**src/rtl/bram_loader_pkg.sv**
```systemverilog
// bram_loader_pkg: loader state encoding and byte/word framing constants.
package bram_loader_pkg;
    typedef enum logic [2:0] {HDR, DATA, CSUM, DONE, ERR} state_t;
    localparam int HDR_BYTES  = 4;
    localparam int WORD_BYTES = 4;
    localparam int BYTE_W     = 8;
    localparam int LANE_W     = $clog2(WORD_BYTES);
endpackage

```
**src/rtl/bram_word_packer.sv**
```systemverilog
// bram_word_packer: 8->32 little-endian assembler; word_valid flags the byte completing a word.
module bram_word_packer
    import bram_loader_pkg::*;
(
    input  logic                         clk,
    input  logic                         resetn,
    input  logic                         clear,
    input  logic                         valid,
    input  logic [BYTE_W-1:0]            data,
    output logic [LANE_W-1:0]            lane,
    output logic                         word_valid,
    output logic [WORD_BYTES*BYTE_W-1:0] word
);
    logic [(WORD_BYTES-1)*BYTE_W-1:0] held;
    always_ff @(posedge clk or negedge resetn) begin
        if (!resetn) begin
            lane <= '0;
            held <= '0;
        end else if (clear) begin
            lane <= '0;
        end else if (valid) begin
            lane <= lane + 1'b1;
            if (!word_valid) held[lane*BYTE_W +: BYTE_W] <= data;
        end
    end
    // the top lane is never stored: the word is presented while its last byte is on the bus
    assign word_valid = valid && lane == LANE_W'(WORD_BYTES-1);
    assign word = {data, held};
endmodule

```
**src/rtl/bram_loader.sv**
```systemverilog
// bram_loader: byte-stream firmware loader packing bytes into BRAM words at sequential addresses.
// Optional trailing checksum word enabled by BRAM_LOADER_CSUM_EN.
module bram_loader
    import bram_loader_pkg::*;
#(
    parameter int          DEPTH_WORDS = 1024,
    parameter logic [31:0] BASE_ADDR   = 32'h0,
    parameter int          CNT_W       = 16
) (
    input  logic             clk,
    input  logic             resetn,
    input  logic             start,
    input  logic             in_valid,
    output logic             in_ready,
    input  logic [7:0]       in_data,
    output logic             mem_we,
    output logic [31:0]      mem_addr,
    output logic [31:0]      mem_wdata,
    output logic             busy,
    output logic             done,
    output logic             err,
    output logic [CNT_W-1:0] words_written
);
    state_t state, next;
    logic accept, rearm, word_valid;
    logic [LANE_W-1:0] lane;
    logic [31:0] word;
    logic [CNT_W-1:0] n_words;
`ifdef BRAM_LOADER_CSUM_EN
    localparam state_t FIN = CSUM;
    logic [31:0] csum;
`else
    localparam state_t FIN = DONE;
`endif

    assign in_ready = state == HDR || state == DATA || state == CSUM;
    assign accept   = in_valid && in_ready;
    assign rearm    = start && (state == DONE || state == ERR);
    assign busy     = state == DATA || state == CSUM || (state == HDR && lane != '0);
    assign done     = state == DONE;
    assign err      = state == ERR;

    bram_word_packer u_packer (
        .clk        (clk),
        .resetn     (resetn),
        .clear      (rearm),
        .valid      (accept),
        .data       (in_data),
        .lane       (lane),
        .word_valid (word_valid),
        .word       (word)
    );

    always_ff @(posedge clk or negedge resetn) begin
        if (!resetn) state <= HDR;
        else state <= next;
    end

    always_comb begin
        next = state;
        if (rearm) next = HDR;
        else if (word_valid) begin
            case (state)
                HDR:  next = word == 32'd0 ? FIN : word > 32'(DEPTH_WORDS) ? ERR : DATA;
                DATA: next = words_written + 1'b1 == n_words ? FIN : DATA;
`ifdef BRAM_LOADER_CSUM_EN
                CSUM: next = word == csum ? DONE : ERR;
`endif
                default: next = state;
            endcase
        end
    end

    always_ff @(posedge clk or negedge resetn) begin
        if (!resetn) begin
            mem_we        <= 1'b0;
            mem_addr      <= BASE_ADDR;
            mem_wdata     <= '0;
            words_written <= '0;
            n_words       <= '0;
`ifdef BRAM_LOADER_CSUM_EN
            csum          <= '0;
`endif
        end else begin
            mem_we <= 1'b0;
            if (rearm) begin
                words_written <= '0;
                mem_addr      <= BASE_ADDR;
`ifdef BRAM_LOADER_CSUM_EN
                csum          <= '0;
`endif
            end else if (word_valid && state == HDR) begin
                n_words <= word[CNT_W-1:0];
            end else if (word_valid && state == DATA) begin
                mem_we        <= 1'b1;
                mem_addr      <= BASE_ADDR + 32'({words_written, 2'b00});
                mem_wdata     <= word;
                words_written <= words_written + 1'b1;
`ifdef BRAM_LOADER_CSUM_EN
                csum          <= csum + word;
`endif
            end
        end
    end
endmodule

```
**config.mk**
```make
export PLATFORM = sky130hd
export DESIGN_NAME = bram_loader
export DESIGN_NICKNAME = d
export VERILOG_FILES = /design/src/rtl/bram_loader_pkg.sv /design/src/rtl/bram_word_packer.sv /design/src/rtl/bram_loader.sv
export SDC_FILE = /design/constraint.sdc
export NUM_CORES = 1
export LEC_CHECK = 0
export ABC_AREA = 1
export BUFFER_PORTS_ARGS = -buffer_cell sky130_fd_sc_hd__buf_2
export CAP_MARGIN = 0
export CORE_UTILIZATION = 50
export CTS_CLUSTER_DIAMETER = 100
export DETAILED_ROUTE_END_ITERATION = 7
export GPL_ROUTABILITY_DRIVEN = 0
export PLACE_DENSITY = 0.73
export SLEW_MARGIN = 5
export SYNTH_ARGS = -nofsm -noshare
export SYNTH_HDL_FRONTEND = slang
export SYNTH_SLANG_ARGS = --single-unit
```
**constraint.sdc**
```tcl
create_clock -name clk -period 2 [get_ports clk]
set_input_delay 0.1 -clock clk [delete_from_list [all_inputs] [get_ports clk]]
set_output_delay 0.1 -clock clk [all_outputs]
set_load 0.02 [all_outputs]
```
Word level (Yosys, flattened, before mapping)
Cells that the tools add are included.
{"block": "totals", "reg_bits": 126, "latch_bits": 0, "ramBits": 0, "mem_bits_ro": 0, "in_bits": 12, "output_inout_bits": 85, "elab_cells": 65, "mem_count": 0}
{"block": "op_classes", "add_sub_neg": 3, "mul": 0, "div": 0, "magnitude_cmp": 1, "eq_ne": 7, "shift": 2, "n_mux": 18, "n_bitwise": 3, "n_reduce_logical": 23}
{"op": "$mux W32", "count": 3}
{"op": "$mux W16", "count": 3}
{"op": "$neg A5 Y34", "count": 1}
{"op": "$shift A8 B34 Y24 const A", "count": 1}
{"op": "$shiftx A8 B34 Y24", "count": 1}
{"op": "$gt A32 B11 Y1 const B", "count": 1}
{"op": "$logic_not A32 Y1", "count": 1}
{"op": "$bwmux W24", "count": 1}
{"op": "$add A16 B1 Y16 const B", "count": 1}
{"op": "$eq A16 B16 Y1", "count": 1}
{"op": "$mux W3", "count": 4}
{"op": "$reduce_bool A2 Y1", "count": 4}
{"op": "$eq A3 B2 Y1 const B", "count": 2}
{"op": "$logic_and A1 B1 Y1", "count": 6}
{"op": "$mux W2", "count": 3}
{"op": "$pmux W3 S2", "count": 1}
{"op": "$reduce_and A2 Y1", "count": 3}
{"op": "$reduce_and A3 Y1", "count": 2}
{"op": "$logic_or A1 B1 Y1", "count": 5}
{"op": "$eq A3 B1 Y1 const B", "count": 1}
{"op": "$eq A3 B3 Y1 const B", "count": 1}
{"op": "$logic_not A3 Y1", "count": 1}
{"op": "$mux W1", "count": 3}
{"op": "$not A1 Y1", "count": 3}
{"op": "4 further kinds", "count": 4}

Logic depth before layout (Yosys ltp)
Gate-level depths: netlist of the first run.
{"block": "logic_depth", "ltp_word": 9, "ltp_mapped": 15, "depth_no_buf": 15}

Hierarchy
From an unflattened synthesis of the first run, not the netlist that was laid out.
{"block": "hier_totals", "hier_cells": 683, "hier_area_um2": 5526.6}
{"mod": "bram_loader", "instances": 1, "cells_per_inst": 546, "area_per_inst_um2": 4205.3, "seq_area_each_um2": 2102.0}
{"mod": "bram_word_packer", "instances": 1, "cells_per_inst": 137, "area_per_inst_um2": 1321.3, "seq_area_each_um2": 650.6}

Worst setup path before layout of the first run
No wires, ideal clock.
{"block": "synth_path", "kind": "flip-flop to flip-flop", "startpoint": "register state[0]", "endpoint": "register mem_wdata[5]", "setup_time_ns": 0.131, "arrival_time_ns": 1.777, "t_required_ns": 1.869, "setup_slack_ns": 0.093, "path_stages_with_launch": 11, "path_buffers": 2, "period_less_slack_ns": 1.907, "cell_sequence": "dfrtp_1 > a21oi_2 > nand2_2 > nor2_4 > nand3_4 > nor2_8 > inv_2 > buf_6 > buf_4 > nand2_1 > o21ai_0"}
{"block": "synth_between", "elab_chain_len": 8, "elab_cells_between_ends": 16, "classes_between": "eq/ne (4); bitwise (2); reduce/logical (10)"}
{"item": "start: declaration", "line_no": "bram_loader.sv:24", "rtl": "state_t state, next;"}
{"item": "start signal: assignment", "line_no": "bram_loader.sv:56", "rtl": "else state <= next;"}
{"item": "$eq A3 B1 Y1 / $logic_not A3 Y1 (equally long branches)", "line_no": "bram_loader.sv:36", "rtl": "assign in_ready = state == HDR || state == DATA || state == CSUM;"}
{"item": "$logic_or A1 B1 Y1", "line_no": "bram_loader.sv:36"}
{"item": "$logic_or A1 B1 Y1 *", "line_no": "bram_loader.sv:36"}
{"item": "via in_ready", "line_no": "bram_loader.sv:14", "rtl": "output logic in_ready,"}
{"item": "$logic_and A1 B1 Y1 *", "line_no": "bram_loader.sv:37", "rtl": "assign accept = in_valid && in_ready;"}
{"item": "$logic_and A1 B1 Y1 *", "line_no": "bram_word_packer.sv:27", "rtl": "assign word_valid = valid && lane == LANE_W'(WORD_BYTES-1);"}
{"item": "$logic_and A1 B1 Y1", "line_no": "bram_loader.sv:92", "rtl": "end else if (word_valid && state == HDR) begin"}
{"item": "$not A1 Y1 (no line)"}
{"item": "$reduce_and A3 Y1 (no line) *"}
{"item": "end signal: assignment", "line_no": "bram_loader.sv:97", "rtl": "mem_wdata <= word;"}
{"item": "end: declaration", "line_no": "bram_loader.sv:18", "rtl": "output logic [31:0] mem_wdata,"}
Mark *: on every way through the listed nets, which the timed path passes. The rest lies on a longest branch.
A chain may end at the register's enable or synchronous reset.

Final worst setup path of the first run
{"block": "layout_path", "startpoint": "register u_packer.lane[0]", "endpoint": "output busy"}
{"block": "layout_between", "elab_chain_len": 3}
{"item": "start: declaration", "line_no": "bram_word_packer.sv:10", "rtl": "output logic [LANE_W-1:0] lane,"}
{"item": "start signal: assignment", "line_no": "bram_word_packer.sv:22", "rtl": "lane <= lane + 1'b1;"}
{"item": "$reduce_bool A2 Y1", "line_no": "bram_loader.sv:39", "rtl": "assign busy = state == DATA || state == CSUM || (state == HDR && lane != '0);"}
{"item": "$logic_and A1 B1 Y1", "line_no": "bram_loader.sv:39"}
{"item": "$logic_or A1 B1 Y1", "line_no": "bram_loader.sv:39"}
{"item": "end: declaration", "line_no": "bram_loader.sv:19", "rtl": "output logic busy,"}
Every way passes these cells.

==> results of run 1 <==
[tightest hold or removal path, delay by kind of cell]
kind / cells / cell delay (ps)
AND/OR/NAND/NOR: 1 / 80
buffers and inverters: 1 / 100
AO/OA/AOI/OAI: 1 / 70
[routing by layer]
| layer | GRT usage [%] | part of all wire [%] | vias to the layer above |
|---|---|---|---|
| li1 | - | - | 2154 |
| met1 | 32.2 | 48 | 2065 |
| met2 | 34.7 | 46 | 146 |
| met3 | 3.70 | 5.3 | 19 |
| met4 | 6.73 | 1.6 | 0 |
| met5 | 0 | 0 | - |
[cells in the mapped netlist, types with 4 or more instances]
library cell,count,area share (%)
a21oi_1,4,0.39
buf_4,19,2.7
buf_6,4,0.87
clkbuf_1,11,0.79
dfrtp_1,110,53
ha_1,6,1.4
inv_1,75,5.4
nand2_1,126,9.1
nand3_1,69,6.6
nand4_1,10,1.2
nor2_1,41,3.0
nor3_1,5,0.48
nor4_1,4,0.48
o21ai_0,97,9.3
o22ai_1,10,1.2
[power by group through the flow]
stage / combinational [mW] / sequential, mW / clock, mW
4_1_cts: 1.72 / 2.78 / 1.37
6_report: 1.72 / 2.78 / 1.33
2_1_floorplan: 1.22 / 2.77 / 0
5_1_grt: 1.94 / 2.83 / 1.47
3_5_place_dp: 1.71 / 2.83 / 0
3_3_place_gp: 1.66 / 2.81 / 0
[cells by family (layout without fill, tap and decap cells)]
kind of cell	count (synthesis)	after routing
buf+inv	113	193
compound gates	116	116
other cells	1	16
fa+ha+maj	6	6
simple gates	262	262
flops	110	110
xor+xnor	5	5
[cell usage in the layout (no fill, tap or decap), drive strengths merged]
master       Yosys  layout
a21oi            5       5
a31oi            1       1
buf             26      99
bufinv           0       1
clkbuf          11       9
clkinv           0       1
clkinvlp         0       1
conb             1      16
dfrtp          110     110
dlygate4sd3      0       3
ha               6       6
inv             76      79
nand2          127     127
nand3           70      70
nand4           10      10
nor2            43      43
nor3             5       5
nor3b            3       3
nor4             4       4
o211ai           1       1
o21a             1       1
o21ai           98      98
o22ai           10      10
xnor2            2       2
xor2             2       2
xor3             1       1
[registers in the layout (all words and copies together) (netlist names)]
register / count
mem_addr: 16
mem_wdata: 32
mem_we: 1
n_words: 16
state: 3
u_packer.held: 24
u_packer.lane: 2
words_written: 16
[layout make-up]
| cell class | count | area (sq um) | area share (%) |
|---|---|---|---|
| inverters | 76 | 285 | 4.73 |
| well taps | 133 | 166 | 2.76 |
| clock buffers | 9 | 124 | 2.05 |
| clock inverters | 6 | 68.8 | 1.14 |
| multi-input cells | 405 | 2000 | 33.1 |
| flip-flops and latches | 110 | 2750 | 45.6 |
| repair buffers | 102 | 638 | 10.6 |
[stage by stage]
step | hold slack [ps] | total power [mW] | setup TNS [ps] | util (%) | instances
2_1_floorplan | -196 | 4.00 | 0 | - | 628
3_3_place_gp | 111 | 4.47 | 0 | 58.4 | 823
3_5_place_dp | 112 | 4.54 | 0 | 58.4 | 823
4_1_cts | 13.2 | 5.87 | 0 | 60.6 | 841
5_1_grt | 37.6 | 6.24 | -37.9 | 60.9 | 841
6_report | 28.4 | 5.84 | 0 | 60.9 | 841
[what timing repair did]
item,in CTS,in global routing
endpoints found under the setup margin,0,13
gates resized for setup,0,9
buffers inserted,0,0
hold endpoints to repair,39,0
hold buffers,3,0
[how the worst max path moves through the flow]
stage	startpoint	to	slack [ps]	depth (start not counted)
global placement	words_written[1]$_DFFE_PN0P_	state[1]$_DFFE_PN0P_	170	11
CTS	words_written[1]$_DFFE_PN0P_	state[1]$_DFFE_PN0P_	60	11
detailed placement	words_written[1]$_DFFE_PN0P_	state[1]$_DFFE_PN0P_	90	11
floorplan	state[0]$_DFFE_PN0P_	mem_wdata[5]$_DFFE_PN0P_	90	10
finish	u_packer.lane[0]$_DFFE_PN0P_	busy	150	5
global route	words_written[1]$_DFFE_PN0P_	state[1]$_DFFE_PN0P_	-40	13
==> metrics, run 1 <==
status=completed; CP Cell Sequence=inv_1, ha_2, inv_1, o21a_1, buf_2; adder-cell area share of the yosys netlist=1.44%; CTS tree=done; main combinational cell family by area after synthesis=simple AND/OR/NAND/NOR gates; Final Skew=6.99 ps; total grt overflow=0; routed wire length=11,600 um; full die area=0.0108 sq mm; WHS Path Cells=3; clk sinks=110; Hold EP=u_packer.held[4]$_DFFE_PN0P_; FF+latch count, synth=110; Clock Path Buffers=2; leakage power=3.04 nW; post-placement setup slack=94.2 ps; worst hold path class=primary input to register; first-pass GRT wire length=19,500 um; antenna viol nets, final=0; Simple-Gate Fraction of Synth Area=22.6%; Die Y=104 um; Placement Cell Area=0.00579 sq mm; nets@finish=722; drt pass-1 iters=5; maximum fanout along the worst path=8; number of I/O pins=97; Reg power frac=47.7%; CP bufs+invs=3; CTS root buffer=clkbuf_8; hold_sp=in_data[4]; reg-to-reg setup timing slack=160 ps; maxcap violations=0; Rows=36; worst skew pair latency=360 ps; worst setup margin=148 ps; WP data required=1900 ps; slowest library cell on the worst path=dfrtp_1; fin crit period=1850 ps; EDFF count, synth=0; htree depth=3; Critical Path Source Type=register; vias in the first global route=4,077; Final period util=92.6%; Slew Viols, Final=0; Synth async-reset ratio=100%; Worst VDD drop=0.506 mV; cell-internal power=3.73 mW; Final setup viols=0; Via density=5.21; Clk pwr share=22.8%; n_diodes=0; crit-path leading delay family=flip-flops; Die X=104 um; Synth Area in XOR/XNOR=1.13%; most frequent cell on the critical path=inv_1; crit path DAT=1750 ps; Mean Syn Cell Area=8.48 sq um; number of library cell types mapped by synthesis=31; core area=0.00991 sq mm; 1st-iter DRT viols=294; Worst Path Class, Setup=register to primary output; combinational power share=29.5%; Non-Filler Cell Area, Final=0.00603 sq mm; area grow syn2layout=16.0%; largest net degree at the start of global routing=48; Power Dens Cells=967 mW/mm^2; # port buffers=80; Synth Area in Compound Gates=11.6%; layout cells sized above 1=18.2%; Clock transition at path regs=100 ps; Synth Warn #=0; drt wl/cell=13.8 um; cell count after synthesis=613; Fin. Hold Viols=0; Inserted Clock Buffers=9; Synth Cell Area=0.00520 sq mm; CP endpoint kind=primary output; Post-DP HPWL=8600 um; initial antenna violation count=0; R2R Path End=words_written[11]$_DFFE_PN0P_; overall routing resource usage=22.3%; switch share=36.1%; Vias=4,384; FF-to-FF Start=u_packer.lane[0]$_DFFE_PN0P_; P_sw=2.11 mW; # fillers=913; sequential area share after synthesis=52.9%; CP max stage delay=460 ps; top_reg_cell synth=dfrtp_1; Peak Freq=0.540 GHz; Slew @ Worst Pin=522 ps; mux contribution to synthesized area=0%; DRC viols=0; reg2reg path depth=9; Starting Density=52.5%; Slew headroom=65.2%
Power figures use the tool's default switching activity.
==> run 2, diff against run 1 <==
Settings changed: SETUP_SLACK_MARGIN from default to 0.15.
==> run 2 against run 1 <==
Net effect:
- power shrank 0.90%
- non-clock buffer count grew 2
- flip-flop and latch count is the same
- hold slack lost 16 ps
- largest power group unchanged
- global-route usage grew 0.14 points
- critical endpoint is now state[1]$_DFFE_PN0P_
- clock power shrank 7%
- via count shrank 1.9%
- critical path depth grew 10
- critical path type is now register to register
- die area is the same
==> metrics, run 2 (synthesis gave the netlist of run 1 again) <==
core area=0.00991 sq mm (unchanged); worst setup margin=165 ps (+16.4 ps); leakage power=3.04 nW (about the same); CTS root buffer=clkbuf_8; area grow syn2layout=17.1%; nets@finish=724 (+0.28%); worst skew pair latency=370 ps (about the same); Final period util=91.8% (-0.82 points); CP endpoint kind=register; Peak Freq=0.545 GHz (+0.90%); most frequent cells in the layout=nand2_1 (122), dfrtp_1 (108), o21ai_0 (94); Critical Path Source Type=register; drt pass-1 iters=4 (-1); crit path DAT=2150 ps (+400 ps); Power Dens Cells=950 mW/mm^2 (-1.8%); antenna viol nets, final=0 (unchanged); Clock Path Buffers=2 (unchanged); initial antenna violation count=0 (unchanged); Final setup viols=0 (unchanged); WP data required=2320 ps (+420 ps); Worst Path Class, Setup=register to register; Final Skew=12.3 ps (+5.30 ps); full die area=0.0108 sq mm (unchanged); Rows=36 (unchanged); DRC viols=0 (unchanged); Largest register FFs=32 (unchanged); first-pass GRT wire length=19,600 um (+0.60%); drt wl/cell=13.9 um (+0.73%); fin crit period=1840 ps (-16.4 ps); clk sinks=110 (unchanged); largest net degree at the start of global routing=73 (+52%); CTS tree=done; overall routing resource usage=22.5% (+0.14 points); most common cell after layout, fill and taps aside=nand2_1; # port buffers=80 (unchanged); Clock transition at path regs=100 ps (about the same); post-placement setup slack=-44.8 ps (-139 ps); maximum fanout along the worst path=5 (-3); Top reg by flops=mem_wdata; Slew Viols, Final=0 (unchanged); Worst VDD drop=0.584 mV (+15%); total grt overflow=0 (unchanged); Die X=104 um (unchanged); htree depth=3 (unchanged); 1st-iter DRT viols=215 (-27%); vias in the first global route=4,076 (-0.025%); Inserted Clock Buffers=9 (unchanged); Fin. Hold Viols=0 (unchanged); Vias=4,300 (-1.9%); RSZ-0062 raised after global routing=yes; maxcap violations=0 (unchanged); routed wire length=11,700 um (+1.1%); Starting Density=52.5% (unchanged); status=completed; n_diodes=0 (unchanged); number of I/O pins=97 (unchanged); Post-DP HPWL=8570 um (-0.43%); total power=5.78 mW (-0.90%); Via density=5.09 (-2.3%); worst hold path class=primary input to register; Top Registers=mem_wdata x32, u_packer.held x24; layout cells sized above 1=20.8% (+2.6 points); Die Y=104 um (unchanged)
run 2: cell types whose count changed in the layout (fill, tap and decap cells not counted), moves of 3 or more:
cell / delta
buf_12: -3
nand2_1: -4
buf_6: +3
nor2_1: -5
nor2_2: +4
nand2_2: +3
run 2: where the power goes:
group | total [mW] | switching (mW) | internal [mW]
clock | 1.24 | 0.749 | 0.494
combinational | 1.74 | 1.16 | 0.586
sequential | 2.80 | 0.228 | 2.57
total | 5.78 | 2.14 | 3.65
run 2: final timing paths:
| path | startpoint | end | slack (ps) | depth (start not counted) |
|---|---|---|---|---|
| worst min register to register | mem_wdata[29]$_DFFE_PN0P_ | mem_wdata[29]$_DFFE_PN0P_ | 480 | 2 |
| worst max register to register | words_written[0]$_DFFE_PN0P_ | state[1]$_DFFE_PN0P_ | 160 | 15 |
| min in group asynchronous | resetn | mem_addr[3]$_DFFE_PN0P_ | 70 | 2 |
| max in group asynchronous | resetn | u_packer.lane[0]$_DFFE_PN0P_ | 1320 | 3 |
| worst max-delay path | words_written[0]$_DFFE_PN0P_ | state[1]$_DFFE_PN0P_ | 160 | 15 |
| worst min-delay path | in_data[0] | u_packer.held[0]$_DFFE_PN0P_ | 10 | 3 |
run 2: what timing repair did:
action | CTS | global route
hold buffers | 3 | 0
resized for setup | 7 | 25
setup endpoints to repair | 10 | 59
buffers inserted | 0 | 5
cloned | 0 | 0
endpoints found under the hold margin | 112 | 0
pin swaps | 0 | 5
run 2: final cells by class:
type,instances,area (sq um)
inverter,76,285
timing repair buffer,104,627
tap,133,166
clock buffer,10,138
multi-input combinational,405,2070
fill,872,3820
sequential,110,2760
clock inverter,6,46.3
run 2: per-layer routing:
metal	global-route usage, %	part of all wire, %	wire, um
met4	6.22	2.2	260
met3	4.76	4.6	536
met5	0	0	0
met2	35.4	46	5360
met1	31.5	47	5550
run 2: worst max-delay path, cell delays in order, from the launching register on:
cell and delay, ps:
dfrtp_1 410, buf_4 160, inv_2 50, nor2_1 170, nand2_1 160, nor2_1 110
nand2_1 90, nand2_1 110, nand2_1 60, nand2_1 50, nand2_1 40, nor2_1 100
nand3_1 90, nand2_1 80, nand2_1 50, nand2_1 50
run 2: through the flow:
step                hold slack (ps)  instances  area, sq um  utilization (%)  TNS, ps
finish                         12.5        844         6090             61.5        0
global placement              -68.6        820         5740             57.9        0
CTS                            7.17        839         5970             60.2        0
floorplan                      -196        628         5270                -        0
global route                   32.5        844         6090             61.5    -9.81
detailed placement            -67.0        820         5740             57.9    -44.8
==> run 3, diff against run 2 <==
Settings changed: CELL_PAD_IN_SITES_DETAIL_PLACEMENT from default to 1, CELL_PAD_IN_SITES_GLOBAL_PLACEMENT from default to 2, CORE_UTILIZATION 50 to 35, PLACE_DENSITY 0.73 to default, PLACE_DENSITY_LB_ADDON from default to 0.1.
Clock period 2 ns to 2.33 ns, I/O delays scaled along.
==> run 3 against run 2 <==
Net effect:
- clock skew shrank 5.6 ps
- setup slack gained 210 ps
- hold slack gained 42 ps
- first-iteration DRC count grew 1.4%
- largest cell class unchanged
- largest power group unchanged
==> metrics, run 3 (synthesis gave the netlist of run 1 again) <==
status=completed; Clock transition at path regs=70 ps (-30 ps); crit-path leading delay family=buffers and inverters; Rows=44 (+22%); overall routing resource usage=19.8% (-2.7 points); Power Dens Cells=904 mW/mm^2 (-4.8%); CP endpoint kind=primary output; nets@finish=714 (-1.4%); first-pass GRT wire length=23,000 um (+17%); reg2reg path depth=9 (-6); Peak Freq=0.512 GHz; vias in the first global route=4,376 (+7.4%); Final setup viols=0 (unchanged); Die Y=124 um (+19%); 1st-iter DRT viols=218 (+1.4%); drt pass-1 iters=4 (unchanged); Starting Density=35.8% (-17 points); WP data required=2210 ps (-110 ps); crit path DAT=1840 ps (-310 ps); initial antenna violation count=0 (unchanged); CP bufs+invs=3 (+1); number of I/O pins=97 (unchanged); CP max stage delay=440 ps (+30 ps); WHS Path Cells=3 (unchanged); Fin. Hold Viols=0 (unchanged); most common cell after layout, fill and taps aside=nand2_1; total power=5.51 mW (-4.8%); Largest register FFs=32 (unchanged); R2R Path End=mem_wdata[17]$_DFFE_PN0P_; RSZ-0062 raised after global routing=yes; drt wl/cell=16.1 um (+16%); core area=0.0145 sq mm (+47%); # port buffers=80 (unchanged); Post-CTS Setup Inserts=0 (unchanged); Slew Viols, Final=0 (unchanged); Worst VDD drop=0.389 mV (-33%); Vias=4,245 (-1.3%); Hold EP=u_packer.held[1]$_DFFE_PN0P_; worst hold path class=primary input to register; Final period util=83.9%; FF-to-FF Start=state[0]$_DFFE_PN0P_; Via density=4.80 (-5.9%); CP Cell Sequence=inv_1, ha_1, inv_1, o21a_1, buf_2; CTS root buffer=clkbuf_16; maxcap violations=0 (unchanged); layout cells sized above 1=17.4% (-3.4 points); fin crit period=1950 ps; routed wire length=14,200 um (+21%); htree depth=3 (unchanged); CTS tree=done; Inserted Clock Buffers=9 (unchanged); slowest library cell on the worst path=dfrtp_1; Critical Path Source Type=register; DRC viols=0 (unchanged); Final Skew=6.66 ps (-5.62 ps); Clock Path Buffers=2 (unchanged); n_diodes=0 (unchanged); Worst Path Class, Setup=register to primary output; antenna viol nets, final=0 (unchanged); total grt overflow=0 (unchanged); hold_sp=in_data[1]; most frequent cells in the layout=nand2_1 (126), dfrtp_1 (109), o21ai_0 (96); Die X=124 um (+19%); Slew @ Worst Pin=600 ps; Top reg by flops=mem_wdata; setup TNS=0 ps (unchanged); Post-DP HPWL=10,400 um (+21%); area grow syn2layout=17.2% (about the same); worst skew pair latency=350 ps (-20 ps); clk sinks=110 (unchanged); leakage power=3.04 nW (about the same); most frequent cell on the critical path=inv_1; reg-to-reg setup timing slack=380 ps (+210 ps); Top Registers=mem_wdata x32, u_packer.held x24; maximum fanout along the worst path=8 (+3); largest net degree at the start of global routing=111 (+52%); full die area=0.0153 sq mm (+42%); Slew headroom=60.0%
-- run 3: cell count changes in the layout (fill, tap and decap cells not counted), moves of 3 or more --
| cell | previous run | this run |
|---|---|---|
| clkbuf_16 | 0 | 9 |
| clkbuf_8 | 10 | 2 |
| nor2_1 | 32 | 38 |
| buf_4 | 17 | 12 |
| nand2_1 | 122 | 126 |
| nor2_2 | 6 | 2 |
| ha_1 | 3 | 6 |
| nand2_2 | 4 | 1 |
-- run 3: final cells by class --
cell class | count | area, sq um
Clock inverter | 5 | 56.3
Inverter | 76 | 285
Clock buffer | 11 | 253
Tap cell | 184 | 230
Multi-Input combinational cell | 405 | 1990
Fill cell | 1773 | 8440
Sequential cell | 110 | 2750
Timing Repair Buffer | 94 | 527
-- run 3: worst max-delay path by stage --
stage | end | slack, ps | startpoint | cells past startpoint
2_1_floorplan | mem_wdata[5]$_DFFE_PN0P_ | 420 | state[0]$_DFFE_PN0P_ | 10
3_3_place_gp | state[1]$_DFFE_PN0P_ | 130 | words_written[0]$_DFFE_PN0P_ | 15
3_5_place_dp | state[1]$_DFFE_PN0P_ | 90 | words_written[0]$_DFFE_PN0P_ | 15
4_1_cts | state[1]$_DFFE_PN0P_ | 160 | words_written[0]$_DFFE_PN0P_ | 13
5_1_grt | state[1]$_DFFE_PN0P_ | 130 | words_written[1]$_DFFE_PN0P_ | 15
6_report | busy | 380 | u_packer.lane[0]$_DFFE_PN0P_ | 5
-- run 3: where the power goes --
group / internal (mW) / switching, mW
sequential: 2.21 / 0.199
clock: 0.894 / 0.719
combinational: 0.469 / 1.02
total: 3.57 / 1.94
-- run 3: per-stage QoR --
stage | hold slack, ps | cell area [sq um] | setup slack (ps) | cells | utilization, %
floorplan | -179 | 5260 | 423 | 628 | -
CTS | 38.3 | 6080 | 158 | 885 | 41.8
finish | 54.1 | 6090 | 376 | 885 | 41.9
global placement | 254 | 5760 | 128 | 868 | 39.6
detailed placement | 259 | 5760 | 87.2 | 868 | 39.6
global route | 81.8 | 6090 | 131 | 885 | 41.9
-- run 3: worst reg2reg max path, cell delays in order (launching register included) --
cell and delay, ps:
dfrtp_1 430, a21oi_2 230, nand2_2 180, nor2_4 140, nand3_4 120, nor2_8 180, inv_2 70, buf_4 250
nand2_1 130, o21ai_0 90
-- run 3: what timing repair did --
| item | 4_1_cts | 5_1_grt |
|---|---|---|
| resized for setup | 1 | 5 |
| hold buffers | 1 | 0 |
| hold endpoints to repair | 110 | 0 |
| endpoints found under the setup margin | 1 | 25 |
| pin swaps | 0 | 0 |
-- run 3: layer usage --
metal	global-route usage, %	up-vias	part of all wire [%]
li1	-	2132	-
met1	26.1	2020	48
met2	33.5	78	48
met3	2.70	15	2.6
met4	6.62	0	1.6
met5	0	-	0
